[src/rtl/multi_segment_scan_if.sv]
// Load handshake and display-pin bundle for multi_segment_scan.
// valid/ready: a transfer happens on any rising edge where load_valid && load_ready; the source holds data until then.
interface multi_segment_scan_if #(
    parameter int DIGITS = 4
);
    logic                  load_valid;
    logic                  load_ready;
    logic [4*DIGITS-1:0]   load_value;
    logic [DIGITS-1:0]     load_dp;
    logic [7:0]            display_out;
    logic [DIGITS-1:0]     dig_en;
    logic                  frame_done;

    modport slave (
        input  load_valid, load_value, load_dp,
        output load_ready, display_out, dig_en, frame_done
    );

    modport master (
        output load_valid, load_value, load_dp,
        input  load_ready, display_out, dig_en, frame_done
    );
endinterface

[src/rtl/multi_segment_scan.sv]
// Time-multiplexed 7-segment scan controller with frame-synchronous shadow loading.
// Optional macro MULTI_SEGMENT_LZB_EN enables leading-zero blanking.
module multi_segment_scan #(
    parameter int DIGITS    = 4,
    parameter int SCAN_DIV  = 5000,
    parameter int BLANK_CYC = 50
) (
    input  logic                 CLOCK,
    input  logic                 RESET,
    multi_segment_scan_if.slave  bus,
    output logic                 o_dbg_state
);
    localparam int CW = (SCAN_DIV > 1) ? $clog2(SCAN_DIV) : 1;
    localparam int IW = (DIGITS > 1) ? $clog2(DIGITS) : 1;
    localparam logic [CW-1:0] CNT_LAST  = CW'(SCAN_DIV - 1);
    localparam logic [CW-1:0] CNT_DRIVE = CW'(BLANK_CYC);
    localparam logic [IW-1:0] IDX_LAST  = IW'(DIGITS - 1);

    typedef enum logic {ST_BLANK = 1'b0, ST_DRIVE = 1'b1} state_t;

    state_t              r_state;
    logic [CW-1:0]       r_cnt;
    logic [IW-1:0]       r_idx;
    logic [4*DIGITS-1:0] r_active_val;
    logic [4*DIGITS-1:0] r_shadow_val;
    logic [DIGITS-1:0]   r_active_dp;
    logic [DIGITS-1:0]   r_shadow_dp;
    logic                r_pending;
    logic [7:0]          r_display;
    logic [DIGITS-1:0]   r_dig_en;
    logic                r_frame_done;
    logic                r_load_ready;

    logic                w_wrap;
    logic                w_boundary;
    logic                w_accept;
    logic                w_pending_nxt;
    logic [CW-1:0]       w_cnt_nxt;
    logic [IW-1:0]       w_idx_nxt;
    state_t              w_state_nxt;
    logic [3:0]          w_nib;
    logic [6:0]          w_seg;

    function automatic logic [6:0] decode(input logic [3:0] nib);
        case (nib)
            4'd0:    decode = 7'h3F;
            4'd1:    decode = 7'h06;
            4'd2:    decode = 7'h5B;
            4'd3:    decode = 7'h4F;
            4'd4:    decode = 7'h66;
            4'd5:    decode = 7'h6D;
            4'd6:    decode = 7'h7D;
            4'd7:    decode = 7'h07;
            4'd8:    decode = 7'h7F;
            4'd9:    decode = 7'h6F;
            default: decode = 7'h79;
        endcase
    endfunction

`ifdef MULTI_SEGMENT_LZB_EN
    logic [DIGITS-1:0] w_blank_mask;

    // Walk from the most significant digit down; blanking stops at the first non-zero nibble.
    always_comb begin
        logic w_zero_run;
        w_blank_mask = '0;
        w_zero_run   = 1'b1;
        for (int i = DIGITS - 1; i >= 1; i--) begin
            w_zero_run      = w_zero_run && (r_active_val[4*i +: 4] == 4'd0);
            w_blank_mask[i] = w_zero_run;
        end
    end
`endif

    always_comb begin
        w_wrap        = (r_cnt == CNT_LAST);
        w_boundary    = w_wrap && (r_idx == IDX_LAST);
        w_cnt_nxt     = w_wrap ? '0 : r_cnt + 1'b1;
        w_idx_nxt     = r_idx;
        if (w_wrap) begin
            w_idx_nxt = (r_idx == IDX_LAST) ? '0 : r_idx + 1'b1;
        end
        w_state_nxt   = (w_cnt_nxt >= CNT_DRIVE) ? ST_DRIVE : ST_BLANK;
        w_accept      = bus.load_valid && r_load_ready;
        // A load accepted on the boundary cycle survives the boundary and waits a frame.
        w_pending_nxt = (r_pending && !w_boundary) || w_accept;
        w_nib         = r_active_val[w_idx_nxt*4 +: 4];
        w_seg         = decode(w_nib);
`ifdef MULTI_SEGMENT_LZB_EN
        if (w_blank_mask[w_idx_nxt]) begin
            w_seg = '0;
        end
`endif
    end

    // Outputs are computed from next-cycle counters so segments and enables switch on one edge.
    always_ff @(posedge CLOCK) begin
        if (RESET) begin
            r_state      <= ST_BLANK;
            r_cnt        <= '0;
            r_idx        <= '0;
            r_active_val <= '0;
            r_active_dp  <= '0;
            r_shadow_val <= '0;
            r_shadow_dp  <= '0;
            r_pending    <= 1'b0;
            r_display    <= '0;
            r_dig_en     <= '0;
            r_frame_done <= 1'b0;
            r_load_ready <= 1'b0;
        end else begin
            r_state      <= w_state_nxt;
            r_cnt        <= w_cnt_nxt;
            r_idx        <= w_idx_nxt;
            r_pending    <= w_pending_nxt;
            r_load_ready <= !w_pending_nxt;
            r_frame_done <= (w_idx_nxt == IDX_LAST) && (w_cnt_nxt == CNT_LAST);
            if (w_accept) begin
                r_shadow_val <= bus.load_value;
                r_shadow_dp  <= bus.load_dp;
            end
            if (w_boundary && r_pending) begin
                r_active_val <= r_shadow_val;
                r_active_dp  <= r_shadow_dp;
            end
            if (w_state_nxt == ST_DRIVE) begin
                r_display <= {r_active_dp[w_idx_nxt], w_seg};
                r_dig_en  <= DIGITS'(1) << w_idx_nxt;
            end else begin
                r_display <= '0;
                r_dig_en  <= '0;
            end
        end
    end

    assign bus.load_ready  = r_load_ready;
    assign bus.display_out = r_display;
    assign bus.dig_en      = r_dig_en;
    assign bus.frame_done  = r_frame_done;
    assign o_dbg_state     = r_state;
endmodule

[src/flat_wrapper.sv]
// flat-port wrapper written by rule: the top's interface ports become plain ports
module multi_segment_scan_flat 
#(
    parameter int DIGITS    = 4,
    parameter int SCAN_DIV  = 5000,
    parameter int BLANK_CYC = 50
)
  (CLOCK, RESET, o_dbg_state, bus_load_valid, bus_load_value, bus_load_dp, bus_load_ready, bus_display_out, bus_dig_en, bus_frame_done);
  multi_segment_scan_if #(.DIGITS(DIGITS)) bus_i ();
  input  logic CLOCK;
  input  logic RESET;
  output logic o_dbg_state;
  input wire logic [$bits(bus_i.load_valid)-1:0] bus_load_valid;
  input wire logic [$bits(bus_i.load_value)-1:0] bus_load_value;
  input wire logic [$bits(bus_i.load_dp)-1:0] bus_load_dp;
  output wire logic [$bits(bus_i.load_ready)-1:0] bus_load_ready;
  output wire logic [$bits(bus_i.display_out)-1:0] bus_display_out;
  output wire logic [$bits(bus_i.dig_en)-1:0] bus_dig_en;
  output wire logic [$bits(bus_i.frame_done)-1:0] bus_frame_done;
  assign bus_i.load_valid = bus_load_valid;
  assign bus_i.load_value = bus_load_value;
  assign bus_i.load_dp = bus_load_dp;
  assign bus_load_ready = bus_i.load_ready;
  assign bus_display_out = bus_i.display_out;
  assign bus_dig_en = bus_i.dig_en;
  assign bus_frame_done = bus_i.frame_done;
  multi_segment_scan #(.DIGITS(DIGITS), .SCAN_DIV(SCAN_DIV), .BLANK_CYC(BLANK_CYC)) u_core (.CLOCK(CLOCK), .RESET(RESET), .bus(bus_i), .o_dbg_state(o_dbg_state));
endmodule
[config.mk]
export PLATFORM = sky130hd
export DESIGN_NAME = multi_segment_scan_flat
export DESIGN_NICKNAME = d
export VERILOG_FILES = /design/src/rtl/multi_segment_scan_if.sv /design/src/rtl/multi_segment_scan.sv /design/src/flat_wrapper.sv
export SDC_FILE = /design/constraint.sdc
export NUM_CORES = 1
export LEC_CHECK = 0
export ABC_AREA = 1
export BUFFER_PORTS_ARGS = -buffer_cell sky130_fd_sc_hd__buf_2
export CORE_AREA = 2 2 108 110
export CTS_CLUSTER_DIAMETER = 120
export DETAILED_ROUTE_END_ITERATION = 10
export DIE_AREA = 0 0 110 112
export PLACE_DENSITY = 0.5
export SYNTH_ARGS = -nofsm -noshare
export SYNTH_HDL_FRONTEND = slang
export SYNTH_SLANG_ARGS = --single-unit
[constraint.sdc]
create_clock -name CLOCK -period 2.8 [get_ports CLOCK]
set_clock_uncertainty 0.05 [all_clocks]
set_input_delay 0.56 -clock CLOCK [delete_from_list [all_inputs] [get_ports CLOCK]]
set_output_delay 0.56 -clock CLOCK [all_outputs]
set_load 0.01 [all_outputs]
### Yosys cells after proc, flatten, opt, wreduce, memory -nomap -nowiden

Memory sizes are Yosys's and may differ from the RTL's. A register that Yosys moved wholly into a read port is not among the register bits.
Index checks and enable logic that the tools add are counted.

| operators by class | value |
|---|---|
| magnitude comparators | 2 |
| bitwise operators | 1 |
| add/subtract/negate cells | 2 |
| shift-type cells | 2 |
| reduce and logical (&&, ||, !) cells | 9 |
| equality and inequality tests | 4 |
| muxes and demuxes | 6 |

Operator list:

| kind | count |
|---|---|
| equality test 13 bit, second input constant | 2 |
| variable part select 16 x 5 -> 4 bit | 1 |
| adder 13 x 1 -> 13 bit, second input constant | 1 |
| >= comparator 13 x 6 -> 1 bit, second input constant | 1 |
| 2-to-1 mux 13 bit | 1 |
| logical AND 1 bit | 5 |
| equality test 2 bit, second input constant | 2 |
| 2-to-1 mux 2 bit | 2 |
| left shift 1 x 2 -> 4 bit, first input constant | 1 |
| < comparator 2 x 3 -> 1 bit, second input constant | 1 |
| adder 2 x 1 -> 2 bit, second input constant | 1 |
| binary-select mux 1 bit (select 2 bit) | 1 |
| logical NOT 1 bit | 2 |
| 2-to-1 mux 1 bit | 2 |
| OR reduction 2 bit | 1 |
| logical OR 1 bit | 1 |
| NOT 1 bit | 1 |

| word-level totals | value |
|---|---|
| memory bits (read-only) | 112 |
| memories | 1 |
| logic and storage cells | 39 |
| flip-flop bits (word level) | 71 |
| output and inout port bits | 15 |
| bits of input ports | 23 |

Memories:

| memory | words | bits a word | rd ports | clocked after memory_dff | wr ports | line | source |
|---|---|---|---|---|---|---|---|
| (name not given) | 16 | 7 | 1 | 1 | 0 | multi_segment_scan.sv:45 | `case (nib)` |

### Longest topological paths before layout

Gate-level depths: netlist of run 1.

| logic depth | value |
|---|---|
| depth after elaboration | 6 |
| depth in mapped cells | 18 |
| gate-level depth less buffers | 17 |

### Worst setup path after synthesis of run 1

Ideal clock, no wire load.

| timing | value |
|---|---|
| kind | register to register |
| start point | reg u_core.r_cnt[0] |
| end point | reg u_core.r_display[3] (netlist: u_core.bus.display_out[3]) |
| arrival time | 2.048 ns |
| period minus slack after synthesis | 2.207 ns |
| stages on the path, launching flop included | 17 |
| setup time | 0.109 ns |
| data required time | 2.641 ns |
| buffers on the path | 1 |
| path slack | 0.593 ns |
| cells stage by stage | dfxtp_1 ha_1 nand3_1 nor2_2 nand2_2 nand2_2 nand2_2 buf_6 nand2_1 nand3_1 nand2_2 inv_1 ha_1 nand3_1 nand3_1 nand2_1 inv_1 |

| on the way | value |
|---|---|
| longest elaborated chain between the ends | 6 |
| elaborated cells between the ends (all ways) | 9 |
| those cells by class | add/sub: 1; order compare: 1; eq/ne: 1; shift: 1; mux: 3; bitwise: 1; reduce/logical: 1 |

RTL lines:

| element | line | source |
|---|---|---|
| start: declaration | multi_segment_scan.sv:22 | `logic [CW-1:0] r_cnt;` |
| start signal: assignment | multi_segment_scan.sv:113 | `r_cnt <= w_cnt_nxt;` |
| adder 13 x 1 -> 13 bit / equality test 13 bit (equally long branches) | multi_segment_scan.sv:78, multi_segment_scan.sv:76 |  |
| 2-to-1 mux 13 bit | multi_segment_scan.sv:78 | `w_cnt_nxt = w_wrap ? '0 : r_cnt + 1'b1;` |
| >= comparator 13 x 6 -> 1 bit | multi_segment_scan.sv:83 | `w_state_nxt = (w_cnt_nxt >= CNT_DRIVE) ? ST_DRIVE : ST_BLANK;` |
| 2-to-1 mux 1 bit | multi_segment_scan.sv:83 |  |
| NOT 1 bit (no line) | - |  |
| OR reduction 2 bit (no line) | - |  |
| end: declaration | multi_segment_scan.sv:29 | `logic [7:0] r_display;` |

Several ways; a longest one is shown, not always the timed one.
A chain may end at the register's enable or synchronous reset.

### Worst setup path after layout of run 1

Ends and elaborated chain as after synthesis.

==> metrics, run 1 <==
die boundary height=approximately 110 um; Die Area=12300 um^2; flip-flop and latch count after synthesis=a little over 70; Worst Tran Pin Value=approximately 0.68 ns; register area=approximately 1400 um^2; critical path capture point type=flop; first-pass GRT wire length=approximately 13 mm; routed length per instance=roughly 12 um; Fill cells=around 1200; number of synthesis warnings=0; synth unique cells=29; Non-Filler Instances=around 630; length of the first detailed-routing pass in iterations=4; number of antenna violations at the first check in global routing=0; simple-gate share of the synthesized area=between 30 and 40%; Congestion Overflow GR=0; Mapped Avg Cell Area=around 7.3 um^2; clock latency on the worst-skew pair=0.33 ns; Final Hold Viols=0; most common library cell in the layout ignoring fill and taps=nor2_1; Peak Freq=roughly 0.4 GHz; Hold Crit Class=flop to flop; worst supply voltage drop on vdd=between 300 and 400 uV; Final period util=between 80% and 90%; multi-input combinational cell area=between 1500 and 2000 um^2; violation count after the first detailed-routing iteration=a little over 100; Fin Setup TNS=0 ns; die width=~110 um; area share of xor/xnor cells in the synthesized design=around 1.3%; Post-DP HPWL=5.45 mm; All-Layer GR Usage=roughly an eighth; most frequent cell on the critical path=nand3_1; via density per instance=~4.4; CP max FO=9; Period minus WS final=approximately 2.5 ns; cts repair resizes=0; number of vias after detailed routing=between 2000 and 3000; number of levels in the clock H-tree=3; number of cells after detailed placement=just over 600; remaining max-slew budget at the tightest pin=54.3%; CP arrival=around 2.7 ns; Area Growth Syn to Fin=20.3%; multiplexer fraction of the synthesized cell area=0%; starting utilization of the core area=between 20 and 30%; number of core rows=39; cell area after synthesis=about 3200 um^2; clock slew at reported path FFs=about 0.060 ns; proportion of synthesized chip area in sequential cells=roughly 44%; Syn Nets=480; CTS max path bufs=2; number of buffer and inverter instances along the worst setup path=2; RSZ-0062 raised after global routing=false; required time at the endpoint of the critical path=~3.0 ns; power density relative to cell area=615 nW/um^2; post-synthesis adder-cell area fraction=under 10%; ratio of cells with drive above 1 in the final layout=18.4%; crit-path max cell delay=roughly 0.42 ns; root buffer cell=clkbuf_16; Cells after Synth=~450; Final GP Congestion=about 0.86; startpoint types=flop; cell class contributing the biggest share of worst-path delay=simple AND/OR/NAND/NOR gates; PortBufs=37; largest family of logic cells by synthesized area=simple AND/OR/NAND/NOR gates; Antenna Nets Post-Route=0; most frequent cells in the layout=nor2_1, nand2_1, dfxtp_1; Worst Path Class, Setup=flop to flop; number of sinks on the clock net=~70; Critical Path, Cell by Cell=ha_1, nand3_1, nor2_2, nand2_2, o21ai_2, nand3_1, nand2_2, inv_1, ha_1, nand3_1, nand3_1, nand2_1, inv_1; Antenna Diode Count=0; total of max-cap violations=0; largest net degree at the start of global routing=35; reported leakage power=between 0.0015 and 0.002 uW; core region area=between 10000 and 15000 um^2; via count of the first global-routing pass=approximately 2700; TritonCTS clock tree=yes; Num CTS Buffers=9; final wirelength=~7.5 mm; count of endpoints failing setup in the final report=0; number of max-slew violations in the final report=0; run status=complete, no violations; total DRC errors in the routed layout=0; Post-CTS Setup Repair Bufs=0; Layout Nets=approximately 520; top-level I/O count=38; hold bufs inserted after CTS=0; Worst path slowest cell=dfxtp_1; share of the synthesized area in compound gates (AO/OA/AOI/OAI)=around 12%
-- synth_stat cells --
library cell / n / share of area (%)
nor2_1: 81 / 9.4
nand2_1: 73 / 8.4
dfxtp_1: 71 / 44
inv_1: 47 / 5.4
o21ai_0: 39 / 6.0
nand3_1: 31 / 4.8
a21oi_1: 26 / 4.0
clkbuf_1: 12 / 1.4
nand2_2: 12 / 2.3
ha_1: 10 / 3.9
a211oi_1: 7 / 1.6
nor2_2: 7 / 1.3
nor3_1: 6 / 0.92
inv_2: 5 / 0.58
nor2_4: 3 / 1.0
nand3_2: 2 / 0.62
nand4_1: 2 / 0.38
xor2_1: 2 / 0.54
buf_1: 1 / 0.12
buf_6: 1 / 0.35
nand2_4: 1 / 0.35
nand3_4: 1 / 0.54
nand3b_1: 1 / 0.23
nor3_2: 1 / 0.31
nor3b_1: 1 / 0.23
o21ai_2: 1 / 0.27
o21ai_4: 1 / 0.50
xnor2_1: 1 / 0.27
xor2_2: 1 / 0.50
-- final timing paths --
check / slack, ns / from / cells past startpoint / endpoint
min reg2reg: 0.39 / u_core.r_shadow_val[0] / 2 / u_core.r_shadow_val[0]
max: 0.31 / u_core.r_cnt[0] / 13 / u_core.bus.display_out[3]
max reg2reg: 0.31 / u_core.r_cnt[0] / 13 / u_core.bus.display_out[3]
min: 0.39 / u_core.r_shadow_val[0] / 2 / u_core.r_shadow_val[0]
-- power breakdown --
part           leakage [uW]  switching (uW)  internal, uW  total [uW]
Clock              0.000163             424           832        1260
Sequential         0.000576            20.8          1040        1060
Combinational      0.000989            51.8          37.4        89.2
Total               0.00173             497          1910        2400
-- sequential cells by signal, summed over array words and instances, names as in the netlist --
signal,flops
u_core.bus.display_out,8
u_core.r_cnt,13
u_core.r_active_dp,4
u_core.o_dbg_state,1
u_core.r_pending,1
u_core.bus.load_ready,1
u_core.bus.frame_done,1
u_core.r_shadow_dp,4
u_core.r_shadow_val,16
u_core.r_idx,2
u_core.bus.dig_en,4
u_core.r_active_val,16
-- metal layers --
metal  up-vias  wire [um]  GRT usage, %
li1       1498          -             -
met1      1208       3700          17.5
met2        43       3490          20.7
met3         8        222          3.69
met4         0         84          4.47
met5         -          0             0
-- stage by stage --
| step | total power (uW) | hold slack, ns | worst slack (ns) | instance area (um^2) | util [%] |
|---|---|---|---|---|---|
| after CTS | 2440 | 0.398 | 0.289 | 3910 | 35.0 |
| after detailed placement | 1170 | 0.389 | 0.307 | 3580 | 32.0 |
| final | 2400 | 0.393 | 0.308 | 3910 | 35.0 |
| after global routing | 2500 | 0.416 | 0.0995 | 3910 | 35.0 |
| after floorplan | 1140 | 0.374 | 0.593 | 3250 | - |
| after global placement | 1170 | 0.385 | 0.404 | 3580 | 32.0 |
-- logic make-up after synthesis --
family / Yosys count
fa+ha+maj: 10
simple gates: 222
compound gates: 74
flops: 71
xor+xnor: 4
buf+inv: 66
-- layout make-up --
class,count,share of cell area [%]
clock buffers,12,6.56
clock inverters,4,1.98
inverters,52,4.99
multi-input cells,310,40.2
flip-flops and latches,71,36.4
well taps,143,4.58
repair buffers,40,5.31
-- tightest hold or removal path, stage by stage (launching register included) --
cell	delay [ns]
dfxtp_1	0.31
inv_1	0.05
a21oi_1	0.05
Power figures use the tool's default switching activity.
==> run 2: changes to the inputs <==
--- a/config.mk
+++ b/config.mk
@@ -11,7 +11,8 @@
 export CTS_CLUSTER_DIAMETER = 120
 export DETAILED_ROUTE_END_ITERATION = 10
 export DIE_AREA = 0 0 110 112
-export PLACE_DENSITY = 0.5
+export HOLD_SLACK_MARGIN = 0.08
+export PLACE_DENSITY_LB_ADDON = 0.05
 export SYNTH_ARGS = -nofsm -noshare
 export SYNTH_HDL_FRONTEND = slang
 export SYNTH_SLANG_ARGS = --single-unit
==> run 2 against run 1 <==
Die area stayed put. Combinational power hardly changed. Non-clock buffer count is 1 higher. Sequential cell count stayed put. Sequential power hardly changed. Count of clock-buffer cells in the layout is 1 lower.
==> metrics, run 2 (same netlist as run 1, synthesis figures left out) <==
number of levels in the clock H-tree=3 (unchanged); biggest registers after layout=u_core.r_active_val: 16 flops, u_core.r_shadow_val: 16 flops, u_core.r_cnt: 13 flops; clock latency on the worst-skew pair=0.33 ns (about the same); via density per instance=4.44 (+1.8%); starting utilization of the core area=29.1% (unchanged); CP max FO=14 (+5); number of antenna violations at the first check in global routing=0 (unchanged); worst supply voltage drop on vdd=360 uV (+1.9%); core region area=11200 um^2 (unchanged); Antenna Diode Count=0 (unchanged); Final Hold Viols=0 (unchanged); All-Layer GR Usage=13.9% (+0.70 points); register area=1420 um^2 (unchanged); top-level I/O count=38 (unchanged); Non-Filler Instances=633 (+0.16%); total of max-cap violations=0 (unchanged); remaining max-slew budget at the tightest pin=73.6% (+19 points); Power Total=2250 uW (-6.3%); clock slew at reported path FFs=0.06 ns (about the same); CP arrival=2.65 ns (about the same); die width=110 um (unchanged); Layout Nets=518 (+0.19%); Fin Setup TNS=0 ns (unchanged); via count of the first global-routing pass=2757 (+2.9%); Hold Crit Class=flop to flop; Final GP Congestion=0.808 (-6.1%); Worst Hold Depth=2 (unchanged); most frequent cells in the layout=nor2_1, nand2_1, dfxtp_1; Antenna Nets Post-Route=0 (unchanged); number of sinks on the clock net=71 (unchanged); Fill cells=1237 (+2.8%); critical path capture point type=flop; Period minus WS final=2.46 ns (-0.0269 ns); ratio of cells with drive above 1 in the final layout=19.0% (+0.57 points); reported leakage power=0.00170 uW (-1.4%); run status=complete, no violations; multi-input combinational cell area=1580 um^2 (+0.64%); count of endpoints failing setup in the final report=0 (unchanged); cts repair resizes=0 (unchanged); final wirelength=7.82 mm (+4.2%); startpoint types=flop; length of the first detailed-routing pass in iterations=4 (unchanged); Final period util=88.0% (-0.96 points); Post-CTS Setup Repair Bufs=0 (unchanged); die boundary height=112 um (unchanged); largest net degree at the start of global routing=35 (unchanged); required time at the endpoint of the critical path=2.98 ns (about the same); Post-DP HPWL=5.85 mm (+7.3%); Reg2Reg Depth=15 (+2); Worst Path Class, Setup=flop to flop; number of cells after detailed placement=617 (+0.16%); RSZ-0062 raised after global routing=false; Peak Freq=0.406 GHz (+1.1%); Worst Tran Pin Value=0.396 ns (-0.285 ns); hold bufs inserted after CTS=0 (unchanged); root buffer cell=clkbuf_16; CTS max path bufs=2 (unchanged); routed length per instance=12.3 um (+4.0%); TritonCTS clock tree=yes; most common library cell in the layout ignoring fill and taps=nor2_1; number of max-slew violations in the final report=0 (unchanged); number of core rows=39 (unchanged); violation count after the first detailed-routing iteration=62 (-39%); register-to-register path setup slack=0.34 ns (+0.03 ns); Die Area=12300 um^2 (unchanged); number of vias after detailed routing=2812 (+2.0%); Congestion Overflow GR=0 (unchanged); Area Growth Syn to Fin=19.6%; total DRC errors in the routed layout=0 (unchanged); first-pass GRT wire length=13.2 mm (+3.6%); power density relative to cell area=579 nW/um^2 (-5.7%); Num CTS Buffers=9 (unchanged); PortBufs=37 (unchanged)
-- run 2: layout make-up --
cell class | instances | area share [%]
inverter | 52 | 5.02
tap | 143 | 4.60
multi-input combinational | 310 | 40.7
sequential | 71 | 36.6
clock inverter | 5 | 1.03
clock buffer | 11 | 6.50
timing repair buffer | 41 | 5.54
-- run 2: final timing paths --
| kind | startpoint | endpoint |
|---|---|---|
| max | u_core.r_cnt[0] | u_core.bus.display_out[3] |
| min | u_core.r_shadow_val[15] | u_core.r_shadow_val[15] |
| min reg2reg | u_core.r_shadow_val[15] | u_core.r_shadow_val[15] |
| max reg2reg | u_core.r_cnt[0] | u_core.bus.display_out[3] |
-- run 2: power by group --
| part | internal (uW) | total, uW | switching [uW] |
|---|---|---|---|
| Clock | 654 | 1100 | 451 |
| Sequential | 1040 | 1060 | 20.3 |
| Combinational | 37.4 | 89.2 | 51.8 |
| Total | 1730 | 2250 | 523 |
-- run 2: metal layers --
layer,up-vias,routed length [um],global-route usage [%]
met5,-,0,0
met4,0,133,5.32
met3,10,217,3.40
met2,30,3860,23.9
met1,1265,3600,16.6
li1,1507,-,-
-- run 2: critical path, stage by stage, from the launching register on --
cell and delay [ns]:
dfxtp_1 0.42, ha_2 0.25, nand3_1 0.10, nor2_2 0.15, nand2_2 0.11, nand2_2 0.11, nand2_2 0.18, nand2_1 0.12
nand3_1 0.08, nand2_2 0.14, inv_1 0.08, ha_1 0.28, nand3_1 0.11, nand3_1 0.08, nand2_1 0.06, inv_1 0.04
-- run 2: through the flow --
| step | setup slack, ns | util, % | instance area (um^2) | hold WS [ns] |
|---|---|---|---|---|
| after floorplan | 0.593 | - | 3250 | 0.374 |
| after global placement | 0.366 | 32.1 | 3580 | 0.385 |
| after detailed placement | 0.300 | 32.1 | 3580 | 0.386 |
| after CTS | 0.289 | 34.7 | 3880 | 0.397 |
| after global routing | 0.0248 | 34.8 | 3890 | 0.424 |
| final | 0.335 | 34.8 | 3890 | 0.393 |
